===== src/rtl/pipe_stage_buf.sv =====
// Elastic v/stall pipeline buffer, DEPTH entries of WIDTH bits, sync flush.
// Define STAGEBUF_BYPASS_EN for zero-latency pass-through when empty.
module pipe_stage_buf #(
  parameter int WIDTH = 32,
  parameter int DEPTH = 2,
  localparam int CNT_W = $clog2(DEPTH + 1)
) (
  input  logic             clk,
  input  logic             rst,
  input  logic             v_i,
  input  logic [WIDTH-1:0] data_i,
  output logic             stall_o,
  output logic             v_o,
  output logic [WIDTH-1:0] data_o,
  input  logic             stall_i,
  input  logic             flush_i,
  output logic [CNT_W-1:0] count_o
);

  localparam int PTR_W = (DEPTH > 1) ? $clog2(DEPTH) : 1;
  localparam logic [PTR_W-1:0] LAST = PTR_W'(DEPTH - 1);
  localparam logic [CNT_W-1:0] FULL = CNT_W'(DEPTH);

  logic [WIDTH-1:0] mem [DEPTH];
  logic [PTR_W-1:0] rptr;
  logic [PTR_W-1:0] wptr;
  logic [CNT_W-1:0] count;
  logic             empty;
  logic             byp;
  logic             push;
  logic             pop;

  function automatic logic [PTR_W-1:0] nxt(
    input logic [PTR_W-1:0] p
  );
    return (p == LAST) ? '0 : p + 1'b1;
  endfunction

  assign empty   = (count == '0);
  assign stall_o = (count == FULL);
  assign count_o = count;

`ifdef STAGEBUF_BYPASS_EN
  assign byp = empty && v_i && !stall_i && !flush_i;
`else
  assign byp = 1'b0;
`endif

  // a bypassed entry is consumed downstream, never stored
  assign push = v_i && !stall_o && !byp;
  assign pop  = !empty && !stall_i;

  always_comb begin
    v_o    = !empty || byp;
    data_o = '0;
    if (!empty)
      data_o = mem[rptr];
    else if (byp)
      data_o = data_i;
  end

  always_ff @(posedge clk or negedge rst) begin
    if (!rst) begin
      count <= '0;
      rptr  <= '0;
      wptr  <= '0;
    end else if (flush_i) begin
      count <= '0;
      rptr  <= '0;
      wptr  <= '0;
    end else begin
      if (push)
        wptr <= nxt(wptr);
      if (pop)
        rptr <= nxt(rptr);
      unique case ({push, pop})
        2'b10:   count <= count + 1'b1;
        2'b01:   count <= count - 1'b1;
        default: count <= count;
      endcase
    end
  end

  always_ff @(posedge clk) begin
    if (push && !flush_i)
      mem[wptr] <= data_i;
  end

endmodule


===== config.mk =====
export PLATFORM = sky130hd
export DESIGN_NAME = pipe_stage_buf
export DESIGN_NICKNAME = d
export VERILOG_FILES = /design/src/rtl/pipe_stage_buf.sv
export SDC_FILE = /design/constraint.sdc
export NUM_CORES = 1
export LEC_CHECK = 0
export CORE_ASPECT_RATIO = 2
export CORE_MARGIN = 1
export CORE_UTILIZATION = 53
export CTS_BUF_LIST = sky130_fd_sc_hd__clkbuf_4
export DETAILED_ROUTE_END_ITERATION = 10
export HOLD_SLACK_MARGIN = 0.1
export PLACE_DENSITY_LB_ADDON = 0.25
export SETUP_SLACK_MARGIN = 0.1
export SLEW_MARGIN = 20
export SYNTH_ARGS = -nofsm -noshare
export SYNTH_HDL_FRONTEND = slang
export SYNTH_SLANG_ARGS = --single-unit

===== constraint.sdc =====
create_clock -name clk -period 9.38 [get_ports clk]
set_input_delay 1.876 -clock clk [delete_from_list [all_inputs] [get_ports clk]]
set_output_delay 1.876 -clock clk [all_outputs]
set_load 0.03 [all_outputs]

==> summary.md <==
| Metric | Value |
|---|---|
| Largest area contributor in the netlist | `edfxtp_1` |
| Worst-Skew Late Latency | `410 ps` |
| GR Util met3 | `7.36%` |
| Final Hold Vio Count | `0` |
| Synth cell types | `18` |
| Sum Neg Setup Slack | `0 ps` |
| Placeable Area | `4820 µm²` |
| Rows | `36` |
| Crit path required time | `7500 ps` |
| Post-Synthesis Cells | `163` |
| Switching share of power | `24.8%` |
| Multi-input gate area | `574 µm²` |
| Post-CTS Hold Fix Bufs | `0` |
| DRT antenna net count | `0` |
| DRC violation total after the first TritonRoute iteration | `34` |
| Cell Area, Synth | `2630 µm²` |
| Vias in the first global route | `1,541` |
| Static leakage | `1.18 nW` |
| Clk slew on worst S/H paths | `90 ps` |
| Routed len/inst | `14.4 µm` |
| Vert. Die Dim | `102 µm` |
| Worst-case vdd ir drop | `0.133 mV` |
| HP Class | `flip-flop to flip-flop` |
| Cts bufs inserted | `9` |
| Clk root buf | `clkbuf_4` |
| Seq/Total Area, Yosys | `76.8%` |
| Resized Gates After CTS | `0` |
| Gate power share | `14.5%` |
| First-pass GRT wire length | `6.84 mm` |
| Clock sinks | `68` |
| Average cell area after synthesis | `16.1 µm²` |
| Non-filler instance count after layout | `304` |
| Area post-placement | `3420 µm²` |
| DRC | `0` |
| Synth top area share | `73.0%` |
| PD cells | `165 nW/µm²` |
| Achievable Freq | `231 MHz` |
| Power share of the clock group | `25.3%` |
| Share of layout cells above drive strength 1 | `8.91%` |
| Die Wd | `51.8 µm` |
| I/O pins | `73` |
| GR Util All Layers | `19.4%` |
| Total of max-cap violations | `0` |
| Cells after DPL | `288` |
| M1 GR Usage | `18.8%` |
| Syn_nets | `200` |
| Layout Nets | `279` |
| Via-to-Cell Ratio | `5.11` |
| Net Sw Power | `145 µW` |
| Max clock buf depth | `2` |
| #FFs+latches synth | `68` |
| Die ar. | `5270 µm²` |
| Tcrit/Tclk final | `46.2%` |
| Fillers | `326` |
| Vias | `1,554` |
| Startpoint types | `flip-flop` |
| Final period demand of the worst path | `4330 ps` |
| Synth-to-layout area growth | `34.1%` |
| N_diodes | `0` |
| Final instance area | `3530 µm²` |
| Critical Path Sink Type | `output pin` |
| Largest net degree at the start of global routing | `36` |
| Reg power frac | `60.2%` |
| Status | `completed` |
| Rel. slew slack | `30.6%` |
| RSZ-0062 raised after global routing | `false` |
| H-tree level count | `3` |
| Placer Congestion | `0.813` |
| Yosys warnings | `0` |
| Met2 GRT Util | `33.4%` |
| Peak fanout along the critical path | `34` |
| Max Slew Vio Count | `0` |
| Clk_skew | `12.5 ps` |
| PnR Total Power | `583 µW` |
| Worst Setup Path Type | `flip-flop to output pin` |
| Port bufs | `72` |
| Reg area | `2020 µm²` |
| Worst-Margin Slew | `1040 ps` |
| Initial antenna violation count | `0` |
| Total Wirelength | `4.38 mm` |
| TritonRoute pass-1 iters | `6` |
| TritonCTS clock tree | `done` |
| Setup Viol. Count Final | `0` |
| GR peak layer | `met2` |
| Setup Buffers After CTS | `0` |
| Worst EP arrival | `2460 ps` |
| Starting Density | `54.6%` |
| P_int | `439 µW` |
| Total gr overflow | `0` |
| HPWL after detailed placement | `3.02 mm` |
| Top cells by area, synth | `edfxtp_1 73%, mux2i_1 12%, nor2_1 4.7%, dfrtp_1 3.8%, buf_4 0.86%` |
cell usage after synthesis:
cell / n
or3_1: 2
nand2_1: 4
buf_2: 4
nor2_1: 33
inv_1: 2
nor3_1: 1
and3b_1: 1
nor3b_1: 1
edfxtp_1: 64
o21ai_0: 4
nand2b_2: 1
buf_4: 3
inv_2: 1
o22a_1: 1
mux2i_1: 32
dfrtp_1: 4
a21oi_1: 4
nand3_1: 1
cells in the final DEF, fill, tap and decap left out, types with 2 or more instances in the layout:
master / n
a21oi_1: 4
buf_4: 3
clkbuf_4: 10
clkdlybuf4s50_1: 72
clkinv_1: 3
clkinvlp_4: 2
dfrtp_1: 3
edfxtp_1: 64
inv_1: 2
mux2i_1: 32
nand2_1: 4
nor2_1: 32
o21ai_0: 4
or3_1: 2
worst paths after layout:
path / start / endpoint / slack (ps) / cells after the start
max reg2reg: count_o[0] / mem[0][2] / 7080 / 4
max in group asynchronous: rst / rptr / 7540 / 1
max: rptr / data_o[13] / 5050 / 3
min reg2reg: wptr / wptr / 630 / 2
min in group asynchronous: rst / count_o[1] / 1670 / 1
min: wptr / wptr / 630 / 2
power by group through the flow:
stage	logic [mW]	clock network (mW)	registers [mW]
2_1_floorplan	0.0461	0	0.355
3_3_place_gp	0.0839	0	0.358
3_5_place_dp	0.0848	0	0.358
4_1_cts	0.0851	0.150	0.351
5_1_grt	0.0904	0.165	0.353
6_report	0.0844	0.148	0.351
cells by family after synthesis:
logic type | Yosys count | share of synthesized area (%)
flops | 68 | 76.8
simple gates | 44 | 7.08
mux | 32 | 12.2
buf+inv | 10 | 2.04
compound gates | 9 | 1.85
critical path, stage by stage (launching register included):
cell             delay (ps)
dfrtp_2                 990
mux2i_1                 210
nor2_1                  160
clkdlybuf4s50_1         680
registers in the layout, indices dropped and copies added (netlist names):
signal,count
mem,64
count_o,2
rptr,1
wptr,1
metrics by stage:
stage | util (%) | hold WS, ps | setup WS, ps
floorplan | - | 529 | 4580
global placement | 70.9 | 589 | 5220
detailed placement | 70.9 | 601 | 5150
CTS | 73.1 | 616 | 5020
global route | 73.2 | 659 | 4880
finish | 73.2 | 631 | 5050
layer usage:
| metal | share of wire [%] | vias up | wire length, µm |
|---|---|---|---|
| li1 | - | 759 | - |
| met5 | 0 | - | 0 |
| met1 | 35 | 737 | 1530 |
| met4 | 2.5 | 0 | 108 |
| met3 | 5.3 | 8 | 231 |
| met2 | 57 | 50 | 2520 |
area by class of cell:
| type | count | area share (%) |
|---|---|---|
| tap | 57 | 2.02 |
| multi-input combinational | 85 | 16.3 |
| clock buffer | 10 | 2.13 |
| timing repair buffer | 75 | 21.1 |
| inverter | 3 | 0.319 |
| sequential | 68 | 57.3 |
| clock inverter | 6 | 0.886 |
Power figures use the tool's default switching activity.
